===== src/rtl/uart_pkg.sv =====
// uart_pkg: shared constants, FSM encodings and helpers for the UART transceiver
package uart_pkg;

    localparam int PARITY_NONE = 0;
    localparam int PARITY_ODD  = 1;
    localparam int PARITY_EVEN = 2;
    localparam int OVERSAMPLE  = 16;

    typedef enum logic [2:0] {
        RX_IDLE,
        RX_START,
        RX_DATA,
        RX_PARITY,
        RX_STOP,
        RX_WAIT_HIGH
    } rx_state_t;

    typedef enum logic [2:0] {
        TX_IDLE,
        TX_START,
        TX_DATA,
        TX_PARITY,
        TX_STOP
    } tx_state_t;

    // Rounded sys_clk cycles per oversample tick
    function automatic int calc_div(input int clk_hz, input int baud);
        return (clk_hz + (baud * OVERSAMPLE) / 2) / (baud * OVERSAMPLE);
    endfunction

    // Parity bit that makes the frame's count of ones match the mode
    // (zero-padded payloads do not change the result)
    function automatic logic parity_bit(input logic [7:0] data, input int mode);
        return (mode == PARITY_ODD) ? ~^data : ^data;
    endfunction

endpackage


===== src/rtl/uart_baud_gen.sv =====
// uart_baud_gen: single-cycle oversample tick every DIV sys_clk cycles
module uart_baud_gen
    import uart_pkg::*;
#(
    parameter int CLK_HZ = 50_000_000,
    parameter int BAUD   = 9600
) (
    input  logic i_sys_clk,
    input  logic i_reset,
    output logic o_os_tick
);

    localparam int DIV = calc_div(CLK_HZ, BAUD);
    localparam int CW  = (DIV > 1) ? $clog2(DIV) : 1;

    logic [CW-1:0] r_cnt;
    logic          w_wrap;

    assign w_wrap    = (r_cnt == CW'(DIV - 1));
    assign o_os_tick = w_wrap;

    // Free-running divider that wraps from DIV-1 back to zero
    always_ff @(posedge i_sys_clk or negedge i_reset) begin
        if (!i_reset) r_cnt <= '0;
        else          r_cnt <= w_wrap ? '0 : r_cnt + 1'b1;
    end

endmodule


===== src/rtl/uart_xcvr.sv =====
// uart_xcvr: full-duplex UART with valid/ready transmit and strobed, checked receive
module uart_xcvr
    import uart_pkg::*;
#(
    parameter int CLK_HZ     = 50_000_000,
    parameter int BAUD       = 9600,
    parameter int DATA_BITS  = 8,
    parameter int PARITY     = 0,
    parameter int STOP_BITS  = 1,
    parameter int OVERSAMPLE = 16
) (
    input  logic                 i_sys_clk,
    input  logic                 i_reset,
    input  logic                 i_uart_rxd,
    output logic                 o_uart_txd,
    input  logic [DATA_BITS-1:0] i_tx_data,
    input  logic                 i_tx_valid,
    output logic                 o_tx_ready,
    output logic [DATA_BITS-1:0] o_rx_data,
    output logic                 o_rx_valid,
    output logic                 o_rx_parity_err,
    output logic                 o_rx_frame_err
);

    localparam logic [3:0] TICK_LAST = 4'(OVERSAMPLE - 1);
    localparam logic [3:0] TICK_MID  = 4'(OVERSAMPLE / 2 - 1);

    logic w_os_tick;
    logic w_rxd;
    logic w_par_err;

    logic [1:0]           r_sync;
    rx_state_t            r_rx_state;
    logic [3:0]           r_rx_tick;
    logic [2:0]           r_rx_bit;
    logic [DATA_BITS-1:0] r_rx_shift;
    logic                 r_rx_par;
    logic [DATA_BITS-1:0] r_rx_data;
    logic                 r_rx_valid;
    logic                 r_rx_parity_err;
    logic                 r_rx_frame_err;

    tx_state_t            r_tx_state;
    logic [3:0]           r_tx_tick;
    logic [2:0]           r_tx_bit;
    logic [DATA_BITS-1:0] r_tx_shift;
    logic                 r_tx_par;
    logic                 r_txd;
    logic                 r_tx_ready;

    uart_baud_gen #(
        .CLK_HZ (CLK_HZ),
        .BAUD   (BAUD)
    ) u_baud (
        .i_sys_clk (i_sys_clk),
        .i_reset   (i_reset),
        .o_os_tick (w_os_tick)
    );

    assign w_rxd     = r_sync[1];
    assign w_par_err = (PARITY != PARITY_NONE) &&
                       (r_rx_par != parity_bit(8'(r_rx_shift), PARITY));

    assign o_uart_txd      = r_txd;
    assign o_tx_ready      = r_tx_ready;
    assign o_rx_data       = r_rx_data;
    assign o_rx_valid      = r_rx_valid;
    assign o_rx_parity_err = r_rx_parity_err;
    assign o_rx_frame_err  = r_rx_frame_err;

    // Two-flop synchroniser for the asynchronous serial input, idling high
    always_ff @(posedge i_sys_clk or negedge i_reset) begin
        if (!i_reset) r_sync <= 2'b11;
        else          r_sync <= {r_sync[0], i_uart_rxd};
    end

    // Receive FSM: start-bit qualification at mid-bit, then one sample per bit period
    always_ff @(posedge i_sys_clk or negedge i_reset) begin
        if (!i_reset) begin
            r_rx_state      <= RX_IDLE;
            r_rx_tick       <= '0;
            r_rx_bit        <= '0;
            r_rx_shift      <= '0;
            r_rx_par        <= 1'b0;
            r_rx_data       <= '0;
            r_rx_valid      <= 1'b0;
            r_rx_parity_err <= 1'b0;
            r_rx_frame_err  <= 1'b0;
        end else begin
            r_rx_valid <= 1'b0;
            if (w_os_tick) begin
                case (r_rx_state)
                    RX_IDLE: if (!w_rxd) begin
                        r_rx_state <= RX_START;
                        r_rx_tick  <= '0;
                    end
                    RX_START: begin
                        r_rx_tick <= r_rx_tick + 1'b1;
                        if (r_rx_tick == TICK_MID) begin
                            r_rx_tick  <= '0;
                            r_rx_bit   <= '0;
                            r_rx_state <= w_rxd ? RX_IDLE : RX_DATA;
                        end
                    end
                    RX_DATA: begin
                        r_rx_tick <= r_rx_tick + 1'b1;
                        if (r_rx_tick == TICK_LAST) begin
                            r_rx_shift <= {w_rxd, r_rx_shift[DATA_BITS-1:1]};
                            r_rx_bit   <= r_rx_bit + 1'b1;
                            if (r_rx_bit == 3'(DATA_BITS - 1)) begin
                                r_rx_bit   <= '0;
                                r_rx_state <= (PARITY != PARITY_NONE) ? RX_PARITY : RX_STOP;
                            end
                        end
                    end
                    RX_PARITY: begin
                        r_rx_tick <= r_rx_tick + 1'b1;
                        if (r_rx_tick == TICK_LAST) begin
                            r_rx_par   <= w_rxd;
                            r_rx_state <= RX_STOP;
                        end
                    end
                    RX_STOP: begin
                        r_rx_tick <= r_rx_tick + 1'b1;
                        if (r_rx_tick == TICK_LAST) begin
                            r_rx_valid      <= 1'b1;
                            r_rx_data       <= r_rx_shift;
                            r_rx_parity_err <= w_par_err;
                            r_rx_frame_err  <= !w_rxd;
                            r_rx_state      <= w_rxd ? RX_IDLE : RX_WAIT_HIGH;
                        end
                    end
                    RX_WAIT_HIGH: if (w_rxd) r_rx_state <= RX_IDLE;
                    default: r_rx_state <= RX_IDLE;
                endcase
            end
        end
    end

    // Transmit FSM: accept in IDLE, then shift start, data, parity and stop bits per 16 ticks
    always_ff @(posedge i_sys_clk or negedge i_reset) begin
        if (!i_reset) begin
            r_tx_state <= TX_IDLE;
            r_tx_tick  <= '0;
            r_tx_bit   <= '0;
            r_tx_shift <= '0;
            r_tx_par   <= 1'b0;
            r_txd      <= 1'b1;
            r_tx_ready <= 1'b1;
        end else if (r_tx_state == TX_IDLE) begin
            if (i_tx_valid) begin
                r_tx_shift <= i_tx_data;
                r_tx_par   <= parity_bit(8'(i_tx_data), PARITY);
                r_tx_ready <= 1'b0;
                r_txd      <= 1'b0;
                r_tx_tick  <= '0;
                r_tx_state <= TX_START;
            end
        end else if (w_os_tick) begin
            r_tx_tick <= r_tx_tick + 1'b1;
            if (r_tx_tick == TICK_LAST) begin
                case (r_tx_state)
                    TX_START: begin
                        r_txd      <= r_tx_shift[0];
                        r_tx_shift <= r_tx_shift >> 1;
                        r_tx_bit   <= '0;
                        r_tx_state <= TX_DATA;
                    end
                    TX_DATA: begin
                        if (r_tx_bit == 3'(DATA_BITS - 1)) begin
                            r_tx_bit   <= '0;
                            r_txd      <= (PARITY != PARITY_NONE) ? r_tx_par : 1'b1;
                            r_tx_state <= (PARITY != PARITY_NONE) ? TX_PARITY : TX_STOP;
                        end else begin
                            r_txd      <= r_tx_shift[0];
                            r_tx_shift <= r_tx_shift >> 1;
                            r_tx_bit   <= r_tx_bit + 1'b1;
                        end
                    end
                    TX_PARITY: begin
                        r_txd      <= 1'b1;
                        r_tx_state <= TX_STOP;
                    end
                    TX_STOP: begin
                        if (r_tx_bit == 3'(STOP_BITS - 1)) begin
                            r_tx_ready <= 1'b1;
                            r_tx_state <= TX_IDLE;
                        end else begin
                            r_tx_bit <= r_tx_bit + 1'b1;
                        end
                    end
                    default: r_tx_state <= TX_IDLE;
                endcase
            end
        end
    end

endmodule


===== config.mk =====
export PLATFORM = sky130hd
export DESIGN_NAME = uart_xcvr
export DESIGN_NICKNAME = d
export VERILOG_FILES = /design/src/rtl/uart_pkg.sv /design/src/rtl/uart_baud_gen.sv /design/src/rtl/uart_xcvr.sv
export SDC_FILE = /design/constraint.sdc
export NUM_CORES = 1
export LEC_CHECK = 0
export CORE_MARGIN = 3
export CORE_UTILIZATION = 60
export CTS_BUF_LIST = sky130_fd_sc_hd__clkbuf_4
export CTS_CLUSTER_SIZE = 16
export DETAILED_ROUTE_END_ITERATION = 16
export PLACE_DENSITY_LB_ADDON = 0.2
export RECOVER_POWER = 100
export SLEW_MARGIN = 20
export SYNTH_ARGS = -nofsm -noshare
export SYNTH_HDL_FRONTEND = slang
export SYNTH_SLANG_ARGS = --single-unit

===== constraint.sdc =====
create_clock -name i_sys_clk -period 2.4 [get_ports i_sys_clk]
set_input_delay 0.24 -clock i_sys_clk [delete_from_list [all_inputs] [get_ports i_sys_clk]]
set_output_delay 0.24 -clock i_sys_clk [all_outputs]
set_load 0.02 [all_outputs]

==> results.sh, run 1 <==
export IMPL_avgSynthCellArea_um2=10.7
export IMPL_powerDensity_nw_per_um2=571
export IMPL_clk_latency_ps=410
export IMPL_area_growth_synth_to_final_pct=14.3
export IMPL_fmax_ghz=0.461
export IMPL_drt_iter0_drc=118
export IMPL_arrival_ps=2480
export IMPL_path_cells="inv_1 -> ha_1 -> and4bb_1 -> nand2_1 -> or4_1 -> mux2i_1"
export IMPL_vias=2100
export IMPL_coreArea_um2=4750
export IMPL_critPathKind="reg2reg"
export IMPL_finalSetupTns_ps=0
export IMPL_port_buffers=23
export IMPL_hold_end="r_sync[1]$_DFF_PN1_"
export IMPL_cts_max_level=3
export IMPL_synth_area_leaders="dfrtp_1, mux2_2, nand2_1"
export IMPL_drt_wl_total_um=5400
export IMPL_path_buf_inv=1
export IMPL_grt_max_degree=34
export IMPL_outcome="finished, violations left"
export IMPL_worstPathRequired_ps=2710
export IMPL_final_common_cell="dfrtp_1"
export IMPL_rr_worst_depth=6
export IMPL_drtPass1Iterations=4
export IMPL_root_buffer="clkbuf_4"
export IMPL_drc=0
export IMPL_dieArea_um2=5870
export IMPL_hold_viol_final=0
export IMPL_num_io_pins=25
export IMPL_maxSlewViolCount=34
export IMPL_antenna_found_initial=0
export IMPL_rsz0062_at_grt="no"
export IMPL_clock_sinks=59
export IMPL_power_total_mw=1.95
export IMPL_slew_headroom=-0.202
export IMPL_cts_buffers=9
export IMPL_cts_setup_buffers=0
export IMPL_p_leak_nw=1.64
export IMPL_min_from="r_sync[0]$_DFF_PN1_"
export IMPL_diodes=0
export IMPL_cp_slowest_stage_delay_ps=640
export IMPL_syn_nets=301
export IMPL_drv_cap=1
export IMPL_worst_slew_pin_slew_ps=1800
export IMPL_grt_first_pass_wirelength_um=9560
export IMPL_fin_crit_sh=0.904
export IMPL_cp_max_fo=9
export IMPL_layout_common_cells="dfrtp_1, nand2_1, mux2_2"
export IMPL_path_clk_slew_ps=100
export IMPL_cp_end_kind="register"
export IMPL_layout_drive_gt1_share=0.183
export IMPL_wl_per_cell_um=14.3
export IMPL_cts_tree="yes"
export IMPL_path_delay_family="simple AND/OR/NAND/NOR gates"
export IMPL_clock_skew_ps=16.3
export IMPL_synthCells=280
export IMPL_dpl_hpwl_um=3770
export IMPL_cp_start_kind="register"
export IMPL_setup_viol_count_final=0
export IMPL_rr_endpoint="r_rx_bit[1]$_DFFE_PN0P_"
export IMPL_async_flop_share=1.00
export IMPL_crit_path_start="u_baud.r_cnt[1]$_DFF_PN0_"
export IMPL_hold_path_depth=0
export IMPL_netlist_area_leader_share=0.460
export IMPL_violations="max-capacitance violations, max-slew violations"
export IMPL_ant_nets=0
export IMPL_cts_buffer_depth=2
export IMPL_grt_overflow_total=0
export IMPL_via_per_inst=5.56
export IMPL_synth_ff_type="dfrtp_1"
export IMPL_start_util=0.629
export IMPL_ys_seq_elements=59
export IMPL_gp_congestion=0.790
export IMPL_yosysSeqAreaShare=0.495
export IMPL_rows=25
export IMPL_grt_usage=0.209
export IMPL_syn_cell_area_um2=2990
export IMPL_yosys_warnings=0
export IMPL_synth_cell_type_count=55
export IMPL_grt_pass1_vias=2063
export IMPL_die_h_um=76.6
export IMPL_reg2reg_from="u_baud.r_cnt[1]$_DFF_PN0_"
export IMPL_fin_nets=327
export IMPL_r2r_setup_slack_ps=230
export IMPL_hp_class="reg2reg"
export IMPL_fin_crit_ps=2170
export IMPL_synth_edf_count=0
export IMPL_peakVddDrop_v=0.000488
export IMPL_crit_slowest_cell="or4_1"
export IMPL_die_x_um=76.6
export IMPL_synth_top_cell_by_area="dfrtp_1"
==> routing by layer <==
| metal | track usage | share of wire | vias up |
|---|---|---|---|
| li1 | - | - | 1037 |
| met1 | 0.267 | 0.47 | 1023 |
| met2 | 0.335 | 0.49 | 30 |
| met3 | 0.0426 | 0.026 | 10 |
| met4 | 0.109 | 0.021 | 0 |
| met5 | 0 | 0 | - |
==> registers in the layout (all words and copies together), names as in the netlist <==
name and cells:
r_rx_shift 8, r_tx_tick 4, r_rx_state 3, u_baud.r_cnt 9, r_tx_state 3, o_rx_valid 1, o_rx_frame_err 1, o_tx_ready 1
o_rx_data 8, r_rx_tick 4, o_uart_txd 1, r_tx_bit 3, r_sync 2, r_tx_shift 8, r_rx_bit 3
==> layout make-up <==
class / count / area, um^2
Inverter: 11 / 41.3
Tap cell: 67 / 83.8
Clock buffer: 9 / 67.6
Sequential cell: 59 / 1480
Clock inverter: 7 / 115
Timing Repair Buffer: 30 / 279
Multi-Input combinational cell: 195 / 1350
Fill cell: 346 / 1340
==> worst max path at each step <==
stage	endpoint	depth (start not counted)
after floorplan	r_tx_shift[0]$_DFFE_PN0P_	6
after global routing	r_rx_tick[2]$_DFFE_PN0P_	5
final	r_rx_bit[1]$_DFFE_PN0P_	6
after global placement	r_tx_shift[2]$_DFFE_PN0P_	6
after detailed placement	r_tx_shift[0]$_DFFE_PN0P_	6
after CTS	r_tx_shift[0]$_DFFE_PN0P_	6
==> cells in the mapped netlist (2+ instances only) <==
library cell and n:
o21ai_0 16, and3_2 2, nand3_1 10, xor2_1 5
nor2_1 15, buf_6 3, nor3b_1 5, dfrtp_1 55
nor2b_1 7, nand4_1 3, buf_2 5, and4bb_1 2
a21oi_1 6, nand2_1 33, xnor2_1 2, mux2_2 27
nand3b_1 2, nor3_1 5, clkbuf_1 6, inv_1 11
mux2i_1 5, o21a_1 2, ha_1 9, nor4_1 2
dfstp_2 4, and3_1 6, nand2b_1 2, a31oi_1 3
==> what timing repair did <==
action	CTS	global route
hold buffers	1	0
endpoints found under the hold margin	29	0
resized for setup	0	0
==> report_power, final <==
part | internal (mW) | total, mW | switching (mW)
Sequential | 0.998 | 1.00 | 0.00210
Clock | 0.526 | 0.907 | 0.381
Combinational | 0.0201 | 0.0458 | 0.0256
==> worst register-to-register path, cell delays in order, from the launching register on <==
cell and delay [ps]:
dfrtp_1 430, inv_1 70, ha_1 120, and4bb_1 380, nand2_1 220, or4_1 640, mux2i_1 220
==> per-stage QoR <==
step                hold WS, ps  utilization  cells  area (um^2)  setup slack, ps
floorplan                 -55.6            -    280         2990              542
finish                      352        0.719    378         3420              230
global route                358        0.719    378         3420              117
detailed placement          347        0.685    361         3260              298
CTS                         213        0.725    378         3450              281
global placement            345        0.685    361         3260              343
==> cell families (layout without fill, tap and decap cells) <==
family / count (synthesis) / after routing / synth area share
AO/OA/AOI/OAI: 40 / 40 / 0.0866
buffers and inverters: 26 / 57 / 0.0435
XOR/XNOR: 7 / 7 / 0.0205
other: 1 / 1 / 0.00125
adder cells (fa/ha/maj): 9 / 9 / 0.0377
AND/OR/NAND/NOR: 106 / 106 / 0.197
multiplexers: 32 / 32 / 0.118
flip-flops: 59 / 59 / 0.495
(Power assumes the default switching activity.)
==> run 2, diff against run 1 <==
Settings changed: GPL_ROUTABILITY_DRIVEN set to 0, REMOVE_ABC_BUFFERS set to 1.
==> run 2 against run 1 <==
Effect of this change:
- the run still ends with max-capacitance violations, max-slew violations left
- sequential share of layout area up 0.35 points
- register-to-register slack barely moved
- sequential power barely moved
- cell area decreased by 0.81%
- clock skew down 0.99 ps
- worst hold slack hardly changed
- non-clock buffer count shrank 1
- die area stayed put
- count of clock-buffer cells in the layout did not move
==> results.sh, run 2 (same netlist as run 1, synthesis figures left out) <==
export IMPL_die_h_um=76.6
export IMPL_maxSlewViolCount=35
export IMPL_grt_usage=0.204
export IMPL_r2r_setup_slack_ps=230
export IMPL_root_buffer="clkbuf_4"
export IMPL_grt_pass1_vias=2119
export IMPL_area_growth_synth_to_final_pct=13.3
export IMPL_p_seq_frac=0.555
export IMPL_num_io_pins=25
export IMPL_crit_path_start="u_baud.r_cnt[1]$_DFF_PN0_"
export IMPL_cp_end_kind="register"
export IMPL_diodes=0
export IMPL_reg2reg_from="u_baud.r_cnt[1]$_DFF_PN0_"
export IMPL_critPathKind="reg2reg"
export IMPL_hold_end="r_sync[1]$_DFF_PN1_"
export IMPL_power_internal_mw=1.35
export IMPL_layout_drive_gt1_share=0.194
export IMPL_worstPathRequired_ps=2690
export IMPL_path_clk_slew_ps=120
export IMPL_cts_tree="yes"
export IMPL_rr_endpoint="r_rx_bit[2]$_DFFE_PN0P_"
export IMPL_drv_cap=1
export IMPL_grt_max_degree=35
export IMPL_coreArea_um2=4750
export IMPL_cts_buffers=9
export IMPL_fin_nets=326
export IMPL_largest_reg_flops=9
export IMPL_port_buffers=23
export IMPL_clockPowerShare=0.419
export IMPL_postCtsHoldBufs=1
export IMPL_finalSetupTns_ps=0
export IMPL_cp_start_kind="register"
export IMPL_drtPass1Iterations=4
export IMPL_slew_headroom=-0.188
export IMPL_crit_slowest_cell="or4_1"
export IMPL_fin_crit_ps=2170
export IMPL_outcome="finished, violations left"
export IMPL_die_x_um=76.6
export IMPL_rsz0062_at_grt="no"
export IMPL_dpl_hpwl_um=3760
export IMPL_p_leak_nw=1.62
export IMPL_dieArea_um2=5870
export IMPL_cp_slowest_stage_delay_ps=660
export IMPL_rr_worst_depth=6
export IMPL_drt_wl_total_um=5300
export IMPL_min_from="r_sync[0]$_DFF_PN1_"
export IMPL_cts_resized=0
export IMPL_hold_viol_final=0
export IMPL_wl_per_cell_um=14.1
export IMPL_grt_first_pass_wirelength_um=9520
export IMPL_arrival_ps=2460
export IMPL_grt_overflow_total=0
export IMPL_hp_class="reg2reg"
export IMPL_start_util=0.629
export IMPL_hold_path_depth=0
export IMPL_cts_setup_buffers=0
export IMPL_via_per_inst=5.58
export IMPL_power_switching_uw=449
export IMPL_nFillCells=370
export IMPL_regMostFlops="u_baud.r_cnt"
export IMPL_cts_max_level=3
export IMPL_worst_slew_pin_slew_ps=1780
export IMPL_drt_iter0_drc=136
export IMPL_layout_common_cells="dfrtp_1, nand2_1, mux2_2"
export IMPL_rows=25
export IMPL_final_util=0.713
export IMPL_cts_buffer_depth=2
export IMPL_path_cells="inv_1 -> ha_1 -> and4bb_1 -> nand2_1 -> or4_1 -> mux2i_1"
export IMPL_powerDensity_nw_per_um2=531
export IMPL_antenna_found_initial=0
export IMPL_clock_sinks=59
export IMPL_vias=2105
export IMPL_final_common_cell="dfrtp_1"
export IMPL_clk_latency_ps=410
export IMPL_drc=0
export IMPL_clock_skew_ps=15.3
export IMPL_fmax_ghz=0.461
export IMPL_violations="max-capacitance violations, max-slew violations"
export IMPL_comb_power_share=0.025
export IMPL_ant_nets=0
export IMPL_fin_crit_sh=0.904
export IMPL_peakVddDrop_v=0.000448
export IMPL_setup_viol_count_final=0
export IMPL_p_sw_frac=0.250
export IMPL_cp_max_fo=9
-- run 2: cell types whose count changed in the layout (fill, tap and decap cells not counted), sizes merged --
cell / previous run / this run
bufinv: 3 / 1
buf: 6 / 5
inv: 12 / 14
clkinv: 2 / 3
clkinvlp: 1 / 0
-- run 2: critical path, delay by kind of cell (launching register included) --
family,cells,cell delay (ps)
fa+ha+maj,1,120
buf+inv,1,70
simple gates,3,1270
flops,1,420
mux,1,160
-- run 2: worst max-delay path by stage --
stage,slack [ps],end,cells past startpoint
after floorplan,280,r_tx_shift[0]$_DFFE_PN0P_,4
after global placement,330,r_tx_shift[1]$_DFFE_PN0P_,6
after detailed placement,290,r_rx_state[1]$_DFFE_PN0P_,6
after CTS,260,r_rx_shift[5]$_DFFE_PN0P_,6
after global routing,100,r_sync[0]$_DFF_PN1_,3
final,230,r_rx_bit[2]$_DFFE_PN0P_,6
-- run 2: cell type report --
type | count | area, um^2 | share of cell area
Sequential cell | 59 | 1480 | 0.437
Multi-Input combinational cell | 195 | 1360 | 0.402
Timing Repair Buffer | 29 | 272 | 0.0801
Clock buffer | 9 | 67.6 | 0.0199
Clock inverter | 7 | 82.6 | 0.0244
Tap cell | 67 | 83.8 | 0.0247
Inverter | 11 | 41.3 | 0.0122
-- run 2: per-layer routing --
layer	share of wire	up-vias	global-route usage
li1	-	1039	-
met1	0.47	1024	0.261
met2	0.48	32	0.330
met3	0.024	10	0.0390
met4	0.024	0	0.105
met5	0	-	0
-- run 2: metrics by stage --
step	std cells	setup WS (ps)	hold WS, ps	cell area [um^2]	power (mW)
2_1_floorplan	265	276	-55.6	2900	1.02
3_3_place_gp	360	333	347	3250	1.06
3_5_place_dp	360	285	348	3250	1.07
4_1_cts	377	258	212	3410	1.82
5_1_grt	377	97.2	368	3390	1.87
6_report	377	230	352	3390	1.80
-- run 2: power groups by stage --
stage	sequential, mW	clock, mW	combinational (mW)
3_5_place_dp	1.02	0	0.0463
2_1_floorplan	1.02	0	0.00508
4_1_cts	1.00	0.773	0.0477
5_1_grt	1.00	0.814	0.0522
3_3_place_gp	1.02	0	0.0459
6_report	1.00	0.755	0.0454
==> run 3, diff against run 2 <==
Settings changed: HOLD_SLACK_MARGIN set to 0.06, PLACE_DENSITY set to 0.86, PLACE_DENSITY_LB_ADDON 0.2 to not set.
==> run 3 against run 2 <==
Effect of this change:
- the run now ends clean
- global-route usage increased by 0.70 points
- wire length increased by 3.8%
- worst hold slack improved by 8.6 ps
- power increased by 13%
- flip-flop and latch count unchanged
- critical path type unchanged
- critical endpoint is now r_rx_bit[0]$_DFFE_PN0P_
- highest routed layer unchanged
==> results.sh, run 3 (same netlist as run 1, synthesis figures left out) <==
export IMPL_path_clk_slew_ps=90
export IMPL_area_growth_synth_to_final_pct=14.9
export IMPL_dpl_hpwl_um=3780
export IMPL_cts_max_level=3
export IMPL_grt_usage=0.211
export IMPL_cp_slowest_stage_delay_ps=660
export IMPL_critPathKind="reg2reg"
export IMPL_maxSlewViolCount=0
export IMPL_path_delay_family="simple AND/OR/NAND/NOR gates"
export IMPL_comb_power_share=0.021
export IMPL_fin_crit_sh=0.920
export IMPL_grt_pass1_vias=2138
export IMPL_hold_end="r_sync[1]$_DFF_PN1_"
export IMPL_via_per_inst=5.63
export IMPL_largest_reg_flops=9
export IMPL_dieArea_um2=5870
export IMPL_crit_slowest_cell="or4_1"
export IMPL_drv_cap=0
export IMPL_power_switching_uw=383
export IMPL_finalSetupTns_ps=0
export IMPL_rr_endpoint="r_rx_bit[0]$_DFFE_PN0P_"
export IMPL_p_seq_frac=0.491
export IMPL_fin_nets=326
export IMPL_cp_end_kind="register"
export IMPL_ant_nets=0
export IMPL_cts_buffer_depth=2
export IMPL_rows=25
export IMPL_fin_crit_ps=2210
export IMPL_arrival_ps=2490
export IMPL_num_io_pins=25
export IMPL_clock_skew_ps=13.0
export IMPL_layout_common_cells="dfrtp_1, nand2_1, mux2_2"
export IMPL_reg2reg_from="u_baud.r_cnt[1]$_DFF_PN0_"
export IMPL_rr_worst_depth=6
export IMPL_grt_first_pass_wirelength_um=9880
export IMPL_p_leak_nw=1.64
export IMPL_die_x_um=76.6
export IMPL_clk_latency_ps=400
export IMPL_power_internal_mw=1.65
export IMPL_path_buf_inv=1
export IMPL_r2r_setup_slack_ps=190
export IMPL_coreArea_um2=4750
export IMPL_vias=2121
export IMPL_grt_max_degree=60
export IMPL_nFillCells=356
export IMPL_drtPass1Iterations=4
export IMPL_cts_buffers=9
export IMPL_die_h_um=76.6
export IMPL_cts_tree="yes"
export IMPL_power_total_mw=2.04
export IMPL_outcome="complete, no violations"
export IMPL_hp_class="reg2reg"
export IMPL_port_buffers=23
export IMPL_diodes=0
export IMPL_grt_overflow_total=0
export IMPL_hold_path_depth=0
export IMPL_layout_drive_gt1_share=0.184
export IMPL_min_from="r_sync[0]$_DFF_PN1_"
export IMPL_holdWs_ps=361
export IMPL_hold_viol_final=0
export IMPL_slew_headroom=0.0646
export IMPL_clock_sinks=59
export IMPL_antenna_found_initial=0
export IMPL_peakVddDrop_v=0.000533
export IMPL_setup_viol_count_final=0
export IMPL_wl_per_cell_um=14.6
export IMPL_root_buffer="clkbuf_4"
export IMPL_powerDensity_nw_per_um2=593
export IMPL_regMostFlops="u_baud.r_cnt"
export IMPL_path_cells="inv_1 -> ha_1 -> and4bb_1 -> nand2_1 -> or4_1 -> mux2i_1"
export IMPL_worst_slew_pin_slew_ps=1400
export IMPL_final_common_cell="dfrtp_1"
export IMPL_drc=0
export IMPL_clockPowerShare=0.488
export IMPL_worstPathRequired_ps=2680
export IMPL_start_util=0.629
export IMPL_p_sw_frac=0.188
export IMPL_cp_max_fo=9
export IMPL_cp_start_kind="register"
export IMPL_placed_area_um2=3250
export IMPL_fmax_ghz=0.453
export IMPL_cts_setup_buffers=0
export IMPL_rsz0062_at_grt="no"
export IMPL_final_area_um2=3430
export IMPL_drt_wl_total_um=5500
export IMPL_drt_iter0_drc=113
run 3: cell count changes in the layout (fill, tap and decap cells not counted), sizes merged:
| cell | delta |
|---|---|
| clkbuf | +1 |
| clkinv | -1 |
| bufinv | +3 |
| inv | -3 |
run 3: worst register-to-register path, delay by kind of cell, from the launching register on:
family / cells / cell delay (ps)
mux: 1 / 160
simple gates: 3 / 1320
buf+inv: 1 / 70
fa+ha+maj: 1 / 140
flops: 1 / 420
run 3: metrics by stage:
step,utilization,cells,worst slack [ps]
after floorplan,-,265,276
after global placement,0.683,360,364
after detailed placement,0.683,360,265
after CTS,0.728,377,252
after global routing,0.722,377,92.8
final,0.722,377,192
run 3: cell type report:
cell class	instances	area [um^2]	share of cell area
Sequential cell	59	1480	0.431
Multi-Input combinational cell	195	1360	0.395
Timing Repair Buffer	29	270	0.0787
Clock inverter	6	128	0.0372
Tap cell	67	83.8	0.0244
Clock buffer	10	75.1	0.0219
Inverter	11	41.3	0.0120
run 3: worst max path at each step:
stage | from | endpoint | slack (ps) | cells past startpoint
3_3_place_gp | u_baud.r_cnt[1]$_DFF_PN0_ | r_tx_shift[1]$_DFFE_PN0P_ | 360 | 6
2_1_floorplan | r_tx_state[0]$_DFFE_PN0P_ | r_tx_shift[0]$_DFFE_PN0P_ | 280 | 4
4_1_cts | u_baud.r_cnt[1]$_DFF_PN0_ | r_tx_shift[5]$_DFFE_PN0P_ | 250 | 6
5_1_grt | u_baud.r_cnt[1]$_DFF_PN0_ | r_rx_bit[0]$_DFFE_PN0P_ | 90 | 6
3_5_place_dp | u_baud.r_cnt[1]$_DFF_PN0_ | r_tx_shift[5]$_DFFE_PN0P_ | 270 | 6
6_report | u_baud.r_cnt[1]$_DFF_PN0_ | r_rx_bit[0]$_DFFE_PN0P_ | 190 | 6
run 3: routing by layer:
metal	up-vias	track usage	wire length, um
met5	-	0	0
met4	0	0.111	121
met3	9	0.0402	183
met2	37	0.341	2740
met1	1037	0.269	2450
li1	1038	-	-
run 3: timing repair:
action,4_1_cts,5_1_grt
hold endpoints to repair,55,0
gates resized for setup,0,0
hold buffers,1,0
run 3: power by group through the flow:
stage	clock network, mW	logic, mW	registers (mW)
6_report	0.994	0.0432	1.00
3_3_place_gp	0	0.0441	1.02
5_1_grt	1.06	0.0490	1.00
4_1_cts	1.01	0.0460	1.00
2_1_floorplan	0	0.00508	1.02
3_5_place_dp	0	0.0447	1.02
